File: config.mk
export PLATFORM = sky130hd
export DESIGN_NAME = mem_access_unit
export DESIGN_NICKNAME = d
export VERILOG_FILES = /design/src/rtl/mem_pkg.sv /design/src/rtl/mem_lane_align.sv /design/src/rtl/mem_access_unit.sv
export SDC_FILE = /design/constraint.sdc
export NUM_CORES = 1
export LEC_CHECK = 0
export CAP_MARGIN = 0
export CORE_ASPECT_RATIO = 2
export CORE_UTILIZATION = 31
export CTS_CLUSTER_SIZE = 30
export DETAILED_ROUTE_END_ITERATION = 16
export GPL_TIMING_DRIVEN = 1
export PLACE_DENSITY = 0.62
export SYNTH_ARGS = -nofsm -noshare
export SYNTH_HDL_FRONTEND = slang
export SYNTH_SLANG_ARGS = --single-unit
File: constraint.sdc
create_clock -name clk -period 6.8 [get_ports clk]
set_input_delay 0.68 -clock clk [delete_from_list [all_inputs] [get_ports clk]]
set_output_delay 0.68 -clock clk [all_outputs]
set_load 0.03 [all_outputs]
File: src/rtl/mem_pkg.sv
// rtl/mem_pkg.sv - shared opcodes, FSM state type and lane constants for mem_access_unit
package mem_pkg;

   localparam logic [7:0] OP_LB  = 8'hE0;
   localparam logic [7:0] OP_LH  = 8'hE1;
   localparam logic [7:0] OP_LW  = 8'hE3;
   localparam logic [7:0] OP_LBU = 8'hE4;
   localparam logic [7:0] OP_LHU = 8'hE5;
   localparam logic [7:0] OP_SB  = 8'hE8;
   localparam logic [7:0] OP_SH  = 8'hE9;
   localparam logic [7:0] OP_SW  = 8'hEB;

   typedef enum logic {ST_IDLE, ST_BUSY} mem_state_t;

   typedef enum logic [1:0] {SZ_NONE, SZ_BYTE, SZ_HALF, SZ_WORD} mem_size_t;

   // Big-endian lanes: byte address 0 lives in bits 31:24.
   localparam logic [3:0] SEL_BYTE0   = 4'b1000;
   localparam logic [3:0] SEL_HALF_HI = 4'b1100;
   localparam logic [3:0] SEL_HALF_LO = 4'b0011;
   localparam logic [3:0] SEL_WORD    = 4'b1111;

   function automatic mem_size_t op_size(input logic [7:0] op);
      case (op)
         OP_LB, OP_LBU, OP_SB: op_size = SZ_BYTE;
         OP_LH, OP_LHU, OP_SH: op_size = SZ_HALF;
         OP_LW, OP_SW:         op_size = SZ_WORD;
         default:              op_size = SZ_NONE;
      endcase
   endfunction

   function automatic logic op_is_store(input logic [7:0] op);
      op_is_store = (op == OP_SB) || (op == OP_SH) || (op == OP_SW);
   endfunction

   function automatic logic op_is_signed(input logic [7:0] op);
      op_is_signed = (op == OP_LB) || (op == OP_LH);
   endfunction

endpackage

File: src/rtl/mem_lane_align.sv
// rtl/mem_lane_align.sv - byte-enable generation, store replication and load extension
module mem_lane_align (
   input  logic [7:0]  op,
   input  logic [1:0]  addr_lo,
   input  logic [31:0] store_in,
   input  logic [31:0] load_in,
   output logic [3:0]  sel,
   output logic [31:0] store_out,
   output logic [31:0] load_out
);
   import mem_pkg::*;

   mem_size_t   size;
   logic        sign_ext;
   logic [7:0]  byte_v;
   logic [15:0] half_v;

   assign size     = op_size(op);
   assign sign_ext = op_is_signed(op);

   // byte enables and store-data replication across all lanes
   always_comb begin
      sel       = 4'b0000;
      store_out = store_in;
      case (size)
         SZ_BYTE: begin
            sel       = SEL_BYTE0 >> addr_lo;
            store_out = {4{store_in[7:0]}};
         end
         SZ_HALF: begin
            sel       = addr_lo[1] ? SEL_HALF_LO : SEL_HALF_HI;
            store_out = {2{store_in[15:0]}};
         end
         SZ_WORD: sel = SEL_WORD;
         default: ;
      endcase
   end

   // pick the addressed lane of the read data and extend it to 32 bits
   always_comb begin
      byte_v = load_in[31:24];
      case (addr_lo)
         2'd1:    byte_v = load_in[23:16];
         2'd2:    byte_v = load_in[15:8];
         2'd3:    byte_v = load_in[7:0];
         default: byte_v = load_in[31:24];
      endcase
      half_v = addr_lo[1] ? load_in[15:0] : load_in[31:16];
      case (size)
         SZ_BYTE: load_out = {{24{sign_ext & byte_v[7]}}, byte_v};
         SZ_HALF: load_out = {{16{sign_ext & half_v[15]}}, half_v};
         default: load_out = load_in;
      endcase
   end

endmodule

File: src/rtl/mem_access_unit.sv
// rtl/mem_access_unit.sv - pipeline memory stage with bus handshake and timeout; optional MEM_ALIGN_EXC_EN
module mem_access_unit #(
   parameter int ADDR_W      = 32,
   parameter int REG_AW      = 5,
   parameter int TIMEOUT_CYC = 16
) (
   input  logic              clk,
   input  logic              rst,
   input  logic              valid_in,
   input  logic [REG_AW-1:0] wd_in,
   input  logic              wreg_in,
   input  logic [31:0]       wdata_in,
   input  logic [7:0]        aluop_in,
   input  logic [ADDR_W-1:0] mem_addr_in,
   input  logic [31:0]       reg2_in,
   output logic              mem_ce_out,
   output logic              mem_we_out,
   output logic [3:0]        mem_sel_out,
   output logic [ADDR_W-1:0] mem_addr_out,
   output logic [31:0]       mem_data_out,
   input  logic [31:0]       mem_data_in,
   input  logic              mem_ack_in,
   output logic              valid_out,
   output logic [REG_AW-1:0] wd_out,
   output logic              wreg_out,
   output logic [31:0]       wdata_out,
   output logic              stall_req_out,
   output logic              bus_err_out,
   output logic              exc_adel_out,
   output logic              exc_ades_out,
   output logic [ADDR_W-1:0] badvaddr_out
);
   import mem_pkg::*;

   localparam int CNT_W = (TIMEOUT_CYC > 1) ? $clog2(TIMEOUT_CYC) : 1;
   localparam logic [CNT_W-1:0] CNT_LAST = (TIMEOUT_CYC > 0) ? CNT_W'(TIMEOUT_CYC - 1) : '0;

   mem_state_t        state, state_nx;
   mem_size_t         size;
   logic              is_store, is_load, misaligned;
   logic [ADDR_W-1:0] addr_eff;
   logic [7:0]        op_q;
   logic [1:0]        addr_lo_q;
   logic [REG_AW-1:0] wd_q;
   logic              wreg_q;
   logic [CNT_W-1:0]  cnt;
   logic              go_pass, go_busy, go_exc, fin_ack, fin_tmo;
   logic [7:0]        lane_op;
   logic [1:0]        lane_addr;
   logic [3:0]        lane_sel;
   logic [31:0]       lane_store, lane_load;

   assign size     = op_size(aluop_in);
   assign is_store = op_is_store(aluop_in);
   assign is_load  = (size != SZ_NONE) && !is_store;

`ifdef MEM_ALIGN_EXC_EN
   assign addr_eff   = mem_addr_in;
   assign misaligned = ((size == SZ_HALF) && mem_addr_in[0]) ||
                       ((size == SZ_WORD) && (mem_addr_in[1:0] != 2'b00));
`else
   // misaligned accesses are silently rounded down to their natural boundary
   always_comb begin
      addr_eff = mem_addr_in;
      if (size == SZ_HALF)      addr_eff[0]   = 1'b0;
      else if (size == SZ_WORD) addr_eff[1:0] = 2'b00;
   end
   assign misaligned   = 1'b0;
   assign exc_adel_out = 1'b0;
   assign exc_ades_out = 1'b0;
   assign badvaddr_out = '0;
`endif

   // While busy the lane logic works from the op captured at accept time.
   assign lane_op   = (state == ST_BUSY) ? op_q : aluop_in;
   assign lane_addr = (state == ST_BUSY) ? addr_lo_q : addr_eff[1:0];

   mem_lane_align u_lane (
      .op        (lane_op),
      .addr_lo   (lane_addr),
      .store_in  (reg2_in),
      .load_in   (mem_data_in),
      .sel       (lane_sel),
      .store_out (lane_store),
      .load_out  (lane_load)
   );

   // state register
   always_ff @(posedge clk) begin
      if (rst) state <= ST_IDLE;
      else     state <= state_nx;
   end

   // next state, stall request and one-hot event strobes for the datapath
   always_comb begin
      state_nx      = state;
      stall_req_out = 1'b0;
      go_pass       = 1'b0;
      go_busy       = 1'b0;
      go_exc        = 1'b0;
      fin_ack       = 1'b0;
      fin_tmo       = 1'b0;
      if (!rst) begin
         case (state)
            ST_IDLE: begin
               if (valid_in) begin
                  if (size == SZ_NONE) go_pass = 1'b1;
                  else if (misaligned) go_exc = 1'b1;
                  else begin
                     go_busy       = 1'b1;
                     stall_req_out = 1'b1;
                     state_nx      = ST_BUSY;
                  end
               end
            end
            ST_BUSY: begin
               stall_req_out = 1'b1;
               if (mem_ack_in) begin
                  fin_ack  = 1'b1;
                  state_nx = ST_IDLE;
               end else if ((TIMEOUT_CYC > 0) && (cnt == CNT_LAST)) begin
                  fin_tmo  = 1'b1;
                  state_nx = ST_IDLE;
               end
            end
            default: state_nx = ST_IDLE;
         endcase
      end
   end

   // registered bus, writeback and status outputs plus the busy-cycle counter
   always_ff @(posedge clk) begin
      if (rst) begin
         mem_ce_out   <= 1'b0;
         mem_we_out   <= 1'b0;
         mem_sel_out  <= 4'b0000;
         mem_addr_out <= '0;
         mem_data_out <= '0;
         valid_out    <= 1'b0;
         wd_out       <= '0;
         wreg_out     <= 1'b0;
         wdata_out    <= '0;
         bus_err_out  <= 1'b0;
         op_q         <= '0;
         addr_lo_q    <= '0;
         wd_q         <= '0;
         wreg_q       <= 1'b0;
         cnt          <= '0;
`ifdef MEM_ALIGN_EXC_EN
         exc_adel_out <= 1'b0;
         exc_ades_out <= 1'b0;
         badvaddr_out <= '0;
`endif
      end else begin
         valid_out   <= 1'b0;
         bus_err_out <= 1'b0;
`ifdef MEM_ALIGN_EXC_EN
         exc_adel_out <= 1'b0;
         exc_ades_out <= 1'b0;
`endif
         if (go_pass) begin
            valid_out <= 1'b1;
            wd_out    <= wd_in;
            wreg_out  <= wreg_in;
            wdata_out <= wdata_in;
         end
         if (go_exc) begin
            valid_out <= 1'b1;
            wd_out    <= wd_in;
            wreg_out  <= 1'b0;
            wdata_out <= '0;
`ifdef MEM_ALIGN_EXC_EN
            exc_adel_out <= is_load;
            exc_ades_out <= is_store;
            badvaddr_out <= mem_addr_in;
`endif
         end
         if (go_busy) begin
            mem_ce_out   <= 1'b1;
            mem_we_out   <= is_store;
            mem_sel_out  <= lane_sel;
            mem_addr_out <= addr_eff;
            mem_data_out <= is_store ? lane_store : 32'h0;
            op_q         <= aluop_in;
            addr_lo_q    <= addr_eff[1:0];
            wd_q         <= wd_in;
            wreg_q       <= wreg_in & is_load;
            cnt          <= '0;
         end else if (state == ST_BUSY) begin
            cnt <= cnt + 1'b1;
         end
         if (fin_ack || fin_tmo) begin
            mem_ce_out   <= 1'b0;
            mem_we_out   <= 1'b0;
            mem_sel_out  <= 4'b0000;
            mem_addr_out <= '0;
            mem_data_out <= '0;
            valid_out    <= 1'b1;
            wd_out       <= wd_q;
         end
         if (fin_ack) begin
            wreg_out  <= wreg_q;
            wdata_out <= op_is_store(op_q) ? 32'h0 : lane_load;
         end
         if (fin_tmo) begin
            wreg_out    <= 1'b0;
            wdata_out   <= '0;
            bus_err_out <= 1'b1;
         end
      end
   end

endmodule
==> qor.csv, run 1 <==
stage,metric,value,unit
route,number of vias in the routed layout,6424,
route,Post-Route WL,23.6,mm
job,maximum capacitance violations,0,
placement,HPWL after DPL,17.6,mm
power_and_ir_drop,maximum resistive drop on vdd,128,uV
clock_tree,number of instances resized during post-cts repair,0,
power_and_ir_drop,clock network fraction of total power,0.495,
setup_path,crit-path leading delay family,buffers and inverters,
sta,final clock skew,0.00926,ns
yosys,commonest register cell after synthesis,sky130_fd_sc_hd__dfxtp_1,
yosys,synthesized area per cell,8.31,sq um
floorplanning,die extent in y,207,um
yosys,post-synthesis async set-or-reset flop share,0,
floorplanning,horizontal die dimension,104,um
clock_tree,"Reg clk slew, reported paths",0.06,ns
floorplanning,Die Outline Area,21500,sq um
sta,number of hold-slack violations in the final timing report,0,
yosys,"EDFF count, synth",0,
clock_tree,Post-CTS Hold Fix Bufs,0,
setup_path,nature of the critical path startpoint,input pin,
setup_path,WP data arrival,4.84,ns
grt,aggregate global routing overflow,0,
yosys,instance count of the mapped netlist,780,
sta,upper clock frequency limit,222,MHz
yosys,number of distinct library cell variants in the gate-level netlist after synthesis,61,
setup_path,endpoint required time on the critical path,7.14,ns
floorplanning,top-level I/O count,291,
power_and_ir_drop,total power divided by cell area,221,nW/um^2
route,Antenna Nets Post-Route,0,
yosys,register bit count reported by yosys,131,
grt,maximum number of pins on one net before global-route repair,68,
hold_path,Tightest Hold Check Type,flop to flop,
clock_tree,maximum level of the CTS H-tree,4,
sta,Relative slew margins,0.244,
floorplanning,std cell rows,74,
layout,Finished Cell Area,9730,sq um
power_and_ir_drop,sw power,531,uW
layout,final non-filler cell total,1283,
layout,count of fill cells added during filler insertion,2032,
placement,instance area at placement,9060,sq um
clock_tree,maximum count of clock buffers along a single path,2,
setup_path,largest driver fanout on the critical path,42,
sta,Final Max Tran Viols,0,
grt,initial antenna violation count,1,
placement,quantity of I/O buffers inserted on ports,256,
clock_tree,number of buffers inserted by post-CTS setup repair,0,
sta,final critical path time including I/O delays and setup,4.50,ns
layout,share of layout cells above drive strength 1,0.0640,
clock_tree,library cell used as clock root buffer,sky130_fd_sc_hd__clkbuf_16,
setup_path,Buf/Inv on CP,4,
power_and_ir_drop,sequential power share,0.368,
grt,total routing resource utilization after global routing,0.222,
sta,unrepaired setup endpoints after global routing,false,
outcome,status,completed,
grt,global-route wire length before repair,36.2,mm
layout,end-of-flow core utilization,0.475,
layout,Layout area overhead,50.0,%
sta,Fin Hold WS,0.450,ns
setup_path,Worst path max stage delay,0.95,ns
layout,"most common cell after layout, fill and taps aside",sky130_fd_sc_hd__clkdlybuf4s50_1,
clock_tree,cts bufs inserted,17,
power_and_ir_drop,net switching share of the total power,0.247,
route,count of TritonRoute iterations in the first routing pass,5,
yosys,number of warnings issued by yosys,0,
floorplanning,placeable core area,20500,sq um
layout,highest-count cells in the layout ignoring fill and taps,"sky130_fd_sc_hd__clkdlybuf4s50_1, sky130_fd_sc_hd__nand2_1, sky130_fd_sc_hd__dfxtp_1",
setup_path,Critical Path Slowest Stage Cell,sky130_fd_sc_hd__clkinv_1,
clock_tree,clock sink count,131,
clock_tree,clock insertion delay at the later pin of the skew report,0.42,ns
power_and_ir_drop,cell internal pwr,1.62,mW
sta,period utilization,0.662,
yosys,netlist area before placement,6480,sq um
clock_tree,CTS tree,yes,
power_and_ir_drop,combinational power share,0.137,
layout,final layout net count,1155,
floorplanning,starting density of the core,0.317,
route,Avg WL per Cell,18.4,um
route,ratio of routed vias to standard cells,5.01,
setup_path,Worst Setup End Kind,flop,
power_and_ir_drop,leakage power,3.58,nW
sta,transition time of the tightest slew-check pin,1.13,ns
placement,count of placed standard cells including taps,1251,
placement,GPL Wtd Cong,0.850,
sta,summed negative setup slack over all endpoints,0,ns
yosys,fraction of the yosys area taken by sequential cells,0.404,
grt,vias in the first global route,6344,
setup_path,critical path class,input pin to flop,
sta,# setup viols final,0,
route,drt initial violations,306,
route,DRC,0,
setup_path,ordered list of cells on the worst path,clkdlybuf4s50_1 -> buf_4 -> or3_4 -> o31ai_4 -> a21oi_1 -> nor2b_1 -> o21a_1 -> ha_1 -> buf_4 -> clkinv_1 -> nand2_1 -> a22o_1 -> nand3_1 -> a21oi_1,
[path summary, 6_finish.rpt]
check / startpoint / end / slack, ns / cells past startpoint
worst min-delay path: mem_sel_out[3] / mem_sel_out[3] / 0.45 / 2
worst max register to register: state / mem_data_out[13] / 2.57 / 11
worst max-delay path: aluop_in[3] / mem_data_out[13] / 2.30 / 14
worst min register to register: mem_sel_out[3] / mem_sel_out[3] / 0.45 / 2
[cells by family after synthesis]
| logic type | after synthesis | share of synthesized area |
|---|---|---|
| flip-flops | 131 | 0.404 |
| multiplexers | 57 | 0.0880 |
| XOR/XNOR | 3 | 0.00405 |
| AND/OR/NAND/NOR | 270 | 0.179 |
| other | 1 | 0.000578 |
| AO/OA/AOI/OAI | 212 | 0.227 |
| buffers and inverters | 101 | 0.0872 |
| adder cells (fa/ha/maj) | 5 | 0.00965 |
[Yosys cell counts (5+ instances only)]
cell type                   instances  area share
sky130_fd_sc_hd__a211oi_1           5      0.0058
sky130_fd_sc_hd__a21oi_1           83       0.064
sky130_fd_sc_hd__a221o_1            9       0.014
sky130_fd_sc_hd__a22o_1             8       0.011
sky130_fd_sc_hd__buf_1              7      0.0041
sky130_fd_sc_hd__buf_2             14       0.011
sky130_fd_sc_hd__buf_4             37       0.043
sky130_fd_sc_hd__clkbuf_1          29       0.017
sky130_fd_sc_hd__dfxtp_1          131        0.40
sky130_fd_sc_hd__ha_1               5      0.0096
sky130_fd_sc_hd__inv_1              9      0.0052
sky130_fd_sc_hd__mux2i_1           57       0.088
sky130_fd_sc_hd__nand2_1          152       0.088
sky130_fd_sc_hd__nand2b_1           6      0.0058
sky130_fd_sc_hd__nand3_1           29       0.022
sky130_fd_sc_hd__nor2_1            56       0.032
sky130_fd_sc_hd__o2111ai_1         15       0.020
sky130_fd_sc_hd__o21ai_0           26       0.020
sky130_fd_sc_hd__o221ai_1          15       0.020
sky130_fd_sc_hd__o22ai_1           13       0.013
sky130_fd_sc_hd__o22ai_2           10       0.019
[state kept, by name, indices dropped and copies added (netlist names)]
register	count
mem_addr_out	32
mem_data_out	32
wdata_out	32
op_q	8
wd_out	5
wd_q	5
cnt	4
mem_sel_out	4
addr_lo_q	2
bus_err_out	1
mem_ce_out	1
mem_we_out	1
state	1
valid_out	1
wreg_out	1
wreg_q	1
[power by group through the flow]
stage | Combinational, mW | Clock [mW] | Sequential (mW)
3_5_place_dp | 0.293 | 0 | 0.807
4_1_cts | 0.294 | 1.09 | 0.791
6_report | 0.294 | 1.06 | 0.791
2_1_floorplan | 0.131 | 0 | 0.833
5_1_grt | 0.311 | 1.11 | 0.792
3_3_place_gp | 0.292 | 0 | 0.807
[cell type report]
cell class / instances / area, sq um / share of cell area
multi-input combinational: 581 / 3450 / 0.354
clock buffer: 18 / 439 / 0.0451
inverter: 10 / 37.5 / 0.00386
antenna: 1 / 2.50 / 0.000257
sequential: 131 / 2620 / 0.270
clock inverter: 13 / 231 / 0.0238
tap: 266 / 333 / 0.0342
timing repair buffer: 263 / 2620 / 0.269
[routing by layer]
layer  routed length, um  up-vias  track usage
li1                    -     3154            -
met1                8630     2994        0.219
met4                 834        0        0.110
met3                1030       46       0.0458
met5                   0        -            0
met2               13100      230        0.431
[through the flow]
stage	setup WS, ns	power (mW)
after global routing	1.91	2.22
after floorplan	3.81	0.964
after global placement	1.92	1.10
after detailed placement	1.82	1.10
after CTS	2.30	2.17
final	2.30	2.15
[worst reg2reg max path: stages, from the launching register on]
cell and delay [ns]:
sky130_fd_sc_hd__dfxtp_1 0.55, sky130_fd_sc_hd__buf_4 0.28, sky130_fd_sc_hd__mux2i_1 0.36, sky130_fd_sc_hd__nor3b_1 0.26
sky130_fd_sc_hd__o21a_1 0.19, sky130_fd_sc_hd__ha_1 0.14, sky130_fd_sc_hd__buf_4 0.29, sky130_fd_sc_hd__clkinv_1 0.96
sky130_fd_sc_hd__nand2_1 0.67, sky130_fd_sc_hd__a22o_1 0.21, sky130_fd_sc_hd__nand3_1 0.07, sky130_fd_sc_hd__a21oi_1 0.16
No activity file was read; power rests on OpenSTA's default activity.
==> run 2: changes to the inputs <==
Clock period 6.8 ns to 4.4 ns, I/O delays scaled along.
==> qor.csv, run 2 (synthesis results as in run 1) <==
stage,metric,value,unit,change
sta,transition time of the tightest slew-check pin,1.02,ns,was 1.13 ns
floorplanning,horizontal die dimension,104,um,unchanged
placement,count of placed standard cells including taps,1259,,was 1251
grt,initial antenna violation count,1,,unchanged
placement,quantity of I/O buffers inserted on ports,256,,unchanged
grt,global-route wire length before repair,36.3,mm,was 36.2 mm
setup_path,Worst Setup End Kind,flop,,unchanged
layout,top flop regs,"mem_addr_out: 32 flops, mem_data_out: 32 flops, wdata_out: 32 flops",,unchanged
layout,highest-count cells in the layout ignoring fill and taps,"sky130_fd_sc_hd__clkdlybuf4s50_1, sky130_fd_sc_hd__nand2_1, sky130_fd_sc_hd__dfxtp_1",,unchanged
placement,worst slack after detailed placement,0.598,ns,was 1.82 ns
sta,fin worst setup slack,1.00,ns,was 2.30 ns
setup_path,reg2reg start,state,,unchanged
sta,period utilization,0.772,,
clock_tree,"Reg clk slew, reported paths",0.05,ns,was 0.06 ns
route,count of TritonRoute iterations in the first routing pass,4,,was 5
floorplanning,placeable core area,20500,sq um,unchanged
sta,final clock skew,0.0109,ns,was 0.00926 ns
power_and_ir_drop,total power divided by cell area,313,nW/um^2,was 221 nW/um^2
placement,GPL Wtd Cong,0.868,,was 0.850
clock_tree,CTS tree,yes,,unchanged
clock_tree,maximum level of the CTS H-tree,4,,unchanged
layout,final non-filler cell total,1290,,was 1283
sta,summed negative setup slack over all endpoints,0,ns,unchanged
floorplanning,Die Outline Area,21500,sq um,unchanged
route,number of vias in the routed layout,6475,,was 6424
layout,final layout net count,1163,,was 1155
floorplanning,top-level I/O count,291,,unchanged
setup_path,number of cell instances on the worst register-to-register path,11,,unchanged
floorplanning,die extent in y,207,um,unchanged
floorplanning,std cell rows,74,,unchanged
grt,busiest layer in global routing,met2,,unchanged
route,DRC,0,,unchanged
floorplanning,starting density of the core,0.317,,unchanged
setup_path,critical path class,input pin to flop,,unchanged
setup_path,endpoint required time on the critical path,4.74,ns,was 7.14 ns
clock_tree,number of instances resized during post-cts repair,0,,unchanged
setup_path,nature of the critical path startpoint,input pin,,unchanged
sta,# setup viols final,0,,unchanged
power_and_ir_drop,Final Power,3.04,mW,was 2.15 mW
clock_tree,clock insertion delay at the later pin of the skew report,0.42,ns,about the same
clock_tree,clock sink count,131,,unchanged
hold_path,worst hold path startpoint,mem_data_out[29],,was mem_sel_out[3]
power_and_ir_drop,leakage power,3.59,nW,was 3.58 nW
sta,upper clock frequency limit,294,MHz,
grt,maximum number of pins on one net before global-route repair,51,,was 68
sta,number of hold-slack violations in the final timing report,0,,unchanged
route,drt initial violations,260,,was 306
job,maximum capacitance violations,0,,unchanged
grt,GR met1 Demand/Resource,0.218,,was 0.219
grt,met3 Usage GRT,0.0430,,was 0.0458
clock_tree,number of buffers inserted by post-CTS setup repair,0,,unchanged
route,Antenna Nets Post-Route,0,,unchanged
setup_path,Critical Path Slowest Stage Cell,sky130_fd_sc_hd__clkdlybuf4s50_1,,was sky130_fd_sc_hd__clkinv_1
grt,total routing resource utilization after global routing,0.223,,was 0.222
setup_path,WP data arrival,3.74,ns,was 4.84 ns
route,Avg WL per Cell,18.4,um,about the same
hold_path,Hold Crit Endpoint,mem_data_out[29],,was mem_sel_out[3]
grt,met2 Usage GRT,0.439,,was 0.431
sta,unrepaired setup endpoints after global routing,false,,unchanged
route,Post-Route WL,23.8,mm,was 23.6 mm
setup_path,ordered list of cells on the worst path,clkdlybuf4s50_1 -> or3_4 -> o31ai_4 -> a21oi_1 -> nor2b_1 -> o21a_1 -> ha_1 -> clkinv_1 -> nand2_1 -> a22o_1 -> nand3_1 -> a21oi_1,,was clkdlybuf4s50_1 -> buf_4 -> or3_4 -> o31ai_4 -> a21oi_1 -> nor2b_1 -> o21a_1 -> ha_1 -> buf_4 -> clkinv_1 -> nand2_1 -> a22o_1 -> nand3_1 -> a21oi_1
setup_path,Buf/Inv on CP,2,,was 4
clock_tree,maximum count of clock buffers along a single path,2,,unchanged
layout,Layout area overhead,49.8,%,was 50.0%
setup_path,cell mode on critical path,sky130_fd_sc_hd__a21oi_1,,
sta,final critical path time including I/O delays and setup,3.40,ns,
layout,share of layout cells above drive strength 1,0.0694,,was 0.0640
hold_path,Tightest Hold Check Type,flop to flop,,unchanged
setup_path,Reg-to-Reg End,mem_data_out[13],,unchanged
placement,HPWL after DPL,18.1,mm,was 17.6 mm
sta,Final Max Tran Viols,0,,unchanged
setup_path,worst reg2reg setup slack,1.04,ns,was 2.57 ns
grt,aggregate global routing overflow,0,,unchanged
setup_path,crit-path leading delay family,buffers and inverters,,unchanged
power_and_ir_drop,maximum resistive drop on vdd,201,uV,was 128 uV
hold_path,worst hold path cell count,2,,unchanged
grt,vias in the first global route,6372,,was 6344
layout,"most common cell after layout, fill and taps aside",sky130_fd_sc_hd__clkdlybuf4s50_1,,unchanged
clock_tree,Post-CTS Hold Fix Bufs,0,,unchanged
sta,Relative slew margins,0.319,,was 0.244
clock_tree,cts bufs inserted,17,,unchanged
clock_tree,library cell used as clock root buffer,sky130_fd_sc_hd__clkbuf_16,,unchanged
outcome,status,completed,,unchanged
setup_path,largest driver fanout on the critical path,20,,was 42
setup_path,Worst path max stage delay,0.65,ns,was 0.95 ns
route,ratio of routed vias to standard cells,5.02,,was 5.01
==> run 2: through the flow <==
stage | cell area [sq um] | utilization | hold WS (ns)
global placement | 9150 | 0.447 | 0.438
global route | 9710 | 0.475 | 0.468
finish | 9710 | 0.475 | 0.449
detailed placement | 9150 | 0.447 | 0.444
CTS | 9710 | 0.475 | 0.452
floorplan | 6610 | - | 0.436
==> run 2: worst max-delay path by stage <==
| stage | startpoint | end | slack [ns] | cells past startpoint |
|---|---|---|---|---|
| finish | aluop_in[1] | mem_data_out[13] | 1.00 | 12 |
| CTS | aluop_in[1] | mem_data_out[13] | 1.04 | 12 |
| global route | state | mem_data_out[13] | 0.70 | 11 |
| detailed placement | aluop_in[1] | mem_data_out[13] | 0.60 | 12 |
| global placement | aluop_in[1] | mem_data_out[9] | 0.70 | 10 |
| floorplan | aluop_in[3] | wdata_out[10] | 1.65 | 12 |
==> run 2: metal layers <==
metal  share of wire  vias up
li1                -     3166
met1            0.36     3021
met5               0        -
met3           0.044       38
met2            0.57      250
met4           0.029        0
==> run 2: final cells by class <==
cell class                      instances  area [sq um]
Clock buffer                           19           443
Timing Repair Buffer                  271          2710
Tap cell                              266           333
Clock inverter                         11           114
Fill cell                            2064         10700
Antenna cell                            1          2.50
Inverter                               10          37.5
Sequential cell                       131          2620
Multi-Input combinational cell        581          3450
==> run 2: worst min-delay path, cell delays in order (launching register included) <==
cell and delay (ns):
sky130_fd_sc_hd__dfxtp_1 0.30, sky130_fd_sc_hd__nand2_1 0.05, sky130_fd_sc_hd__a21oi_1 0.05
==> run 2: report_power, final <==
part,total (mW),internal [mW],switching [mW]
Combinational,0.460,0.216,0.243
Clock,1.36,0.836,0.528
Sequential,1.22,1.21,0.0121
==> run 3: changes to the inputs <==
Settings changed: PLACE_DENSITY 0.62 to 0.64.
Clock period 4.4 ns to 3.05 ns, I/O delays scaled along.
==> qor.csv, run 3 (synthesis results as in run 1) <==
stage,metric,value,unit,change
outcome,status,completed,,unchanged
clock_tree,maximum count of clock buffers along a single path,2,,unchanged
grt,maximum number of pins on one net before global-route repair,68,,was 51
floorplanning,Die Outline Area,21500,sq um,unchanged
setup_path,endpoint required time on the critical path,3.38,ns,was 4.74 ns
power_and_ir_drop,net switching share of the total power,0.253,,was 0.257
power_and_ir_drop,sequential power share,0.381,,was 0.401
setup_path,WP data arrival,3.05,ns,was 3.74 ns
clock_tree,maximum level of the CTS H-tree,4,,unchanged
layout,Layout area overhead,53.5,%,was 49.8%
sta,fin worst setup slack,0.327,ns,was 1.00 ns
sta,period utilization,0.893,,
sta,number of hold-slack violations in the final timing report,0,,unchanged
power_and_ir_drop,Final Power,4.63,mW,was 3.04 mW
setup_path,Worst Setup SP,op_q[4],,was aluop_in[1]
hold_path,worst hold path cell count,3,,was 2
power_and_ir_drop,leakage power,3.70,nW,was 3.59 nW
clock_tree,CTS tree,yes,,unchanged
route,Post-Route WL,24.2,mm,was 23.8 mm
grt,global-route wire length before repair,36.0,mm,was 36.3 mm
route,drt initial violations,225,,was 260
setup_path,worst reg2reg setup slack,0.33,ns,was 1.04 ns
power_and_ir_drop,total power divided by cell area,465,nW/um^2,was 313 nW/um^2
placement,HPWL after DPL,18.1,mm,about the same
layout,end-of-flow core utilization,0.486,,was 0.475
clock_tree,cts bufs inserted,17,,unchanged
setup_path,reg2reg start,op_q[4],,was state
layout,top flop regs,"mem_addr_out: 32 flops, mem_data_out: 32 flops, wdata_out: 32 flops",,unchanged
setup_path,ordered list of cells on the worst path,nand4b_1 -> o31ai_1 -> o21ai_0 -> ha_1 -> clkinv_1 -> buf_12 -> nor2_1 -> nand2_1 -> o2111ai_1,,was clkdlybuf4s50_1 -> or3_4 -> o31ai_4 -> a21oi_1 -> nor2b_1 -> o21a_1 -> ha_1 -> clkinv_1 -> nand2_1 -> a22o_1 -> nand3_1 -> a21oi_1
power_and_ir_drop,clock network fraction of total power,0.474,,was 0.448
setup_path,largest driver fanout on the critical path,33,,was 20
route,DRC,0,,unchanged
placement,GPL Wtd Cong,0.865,,was 0.868
sta,Final Max Tran Viols,0,,unchanged
job,maximum capacitance violations,0,,unchanged
sta,summed negative setup slack over all endpoints,0,ns,unchanged
sta,upper clock frequency limit,367,MHz,
floorplanning,horizontal die dimension,104,um,unchanged
grt,vias in the first global route,6218,,was 6372
hold_path,Tightest Hold Check Type,input pin to flop,,was flop to flop
layout,"most common cell after layout, fill and taps aside",sky130_fd_sc_hd__clkdlybuf4s50_1,,unchanged
route,count of TritonRoute iterations in the first routing pass,5,,was 4
clock_tree,clock insertion delay at the later pin of the skew report,0.42,ns,about the same
power_and_ir_drop,sw power,1.17,mW,was 784 uW
sta,# setup viols final,0,,unchanged
floorplanning,placeable core area,20500,sq um,unchanged
route,ratio of routed vias to standard cells,5.01,,was 5.02
setup_path,worst setup path end,wdata_out[9],,was mem_data_out[13]
setup_path,Critical Path Slowest Stage Cell,sky130_fd_sc_hd__ha_1,,was sky130_fd_sc_hd__clkdlybuf4s50_1
route,number of vias in the routed layout,6570,,was 6475
clock_tree,clock sink count,131,,unchanged
route,Antenna Nets Post-Route,0,,unchanged
sta,unrepaired setup endpoints after global routing,false,,unchanged
power_and_ir_drop,maximum resistive drop on vdd,231,uV,was 201 uV
floorplanning,std cell rows,74,,unchanged
sta,final clock skew,0.0121,ns,was 0.0109 ns
floorplanning,starting density of the core,0.317,,unchanged
placement,worst slack after detailed placement,-0.170,ns,was 0.598 ns
floorplanning,die extent in y,207,um,unchanged
power_and_ir_drop,cell internal pwr,3.46,mW,was 2.26 mW
grt,initial antenna violation count,3,,was 1
grt,aggregate global routing overflow,0,,unchanged
layout,highest-count cells in the layout ignoring fill and taps,"sky130_fd_sc_hd__clkdlybuf4s50_1, sky130_fd_sc_hd__nand2_1, sky130_fd_sc_hd__dfxtp_1",,unchanged
sta,Relative slew margins,0.517,,was 0.319
clock_tree,library cell used as clock root buffer,sky130_fd_sc_hd__clkbuf_16,,unchanged
placement,quantity of I/O buffers inserted on ports,256,,unchanged
layout,final layout net count,1180,,was 1163
setup_path,nature of the critical path startpoint,flop,,was input pin
setup_path,Reg-to-Reg End,wdata_out[9],,was mem_data_out[13]
layout,share of layout cells above drive strength 1,0.0883,,was 0.0694
setup_path,Worst Setup End Kind,flop,,unchanged
grt,total routing resource utilization after global routing,0.222,,was 0.223
sta,final critical path time including I/O delays and setup,2.72,ns,
power_and_ir_drop,combinational power share,0.145,,was 0.151
route,Avg WL per Cell,18.5,um,was 18.4 um
setup_path,Worst path max stage delay,0.47,ns,was 0.65 ns
sta,transition time of the tightest slew-check pin,0.721,ns,was 1.02 ns
clock_tree,"Reg clk slew, reported paths",0.06,ns,was 0.05 ns
floorplanning,top-level I/O count,291,,unchanged
setup_path,critical path class,flop to flop,,was input pin to flop
setup_path,number of cell instances on the worst register-to-register path,9,,was 11
-- run 3: final cells by class --
type                            count  area [sq um]
Clock buffer                       20           447
Timing Repair Buffer              288          2880
Sequential cell                   131          2620
Clock inverter                     12           179
Antenna cell                        3          7.51
Multi-Input combinational cell    581          3450
Fill cell                        2015         10500
Inverter                           10          37.5
Tap cell                          266           333
-- run 3: worst min path at each step --
stage	start	endpoint	slack (ns)
after global placement	mem_data_out[26]	mem_data_out[26]	0.44
final	mem_addr_in[21]	mem_addr_out[21]	0.44
after global routing	mem_addr_in[12]	mem_addr_out[12]	0.43
after detailed placement	mem_data_out[29]	mem_data_out[29]	0.44
after floorplan	rst	bus_err_out	0.39
after CTS	mem_addr_in[21]	mem_addr_out[21]	0.42
-- run 3: through the flow --
stage / instances / area (sq um) / hold WS (ns)
6_report: 1311 / 9950 / 0.437
5_1_grt: 1311 / 9950 / 0.429
4_1_cts: 1307 / 9920 / 0.420
3_5_place_dp: 1275 / 9300 / 0.443
3_3_place_gp: 1275 / 9300 / 0.439
2_1_floorplan: 813 / 6610 / 0.394
-- run 3: timing repair --
item,in CTS,in global routing
buffers inserted,0,1
gates resized for setup,0,2
endpoints found under the setup margin,0,24
hold buffers,0,0
-- run 3: worst max-delay path, delay by kind of cell, from the launching register on --
family	cells	cell delay, ns
fa+ha+maj	1	0.47
compound gates	3	0.64
buf+inv	2	0.37
simple gates	3	0.85
flops	1	0.31
-- run 3: power by group through the flow --
stage	Sequential (mW)	Clock [mW]	Combinational (mW)
2_1_floorplan	1.86	0	0.291
3_3_place_gp	1.80	0	0.668
3_5_place_dp	1.80	0	0.671
4_1_cts	1.76	2.24	0.674
5_1_grt	1.77	2.33	0.709
6_report	1.76	2.20	0.672
-- run 3: metal layers --
metal | part of all wire | track usage
met3 | 0.040 | 0.0427
met1 | 0.37 | 0.219
met2 | 0.56 | 0.437
met5 | 0 | 0
met4 | 0.030 | 0.109
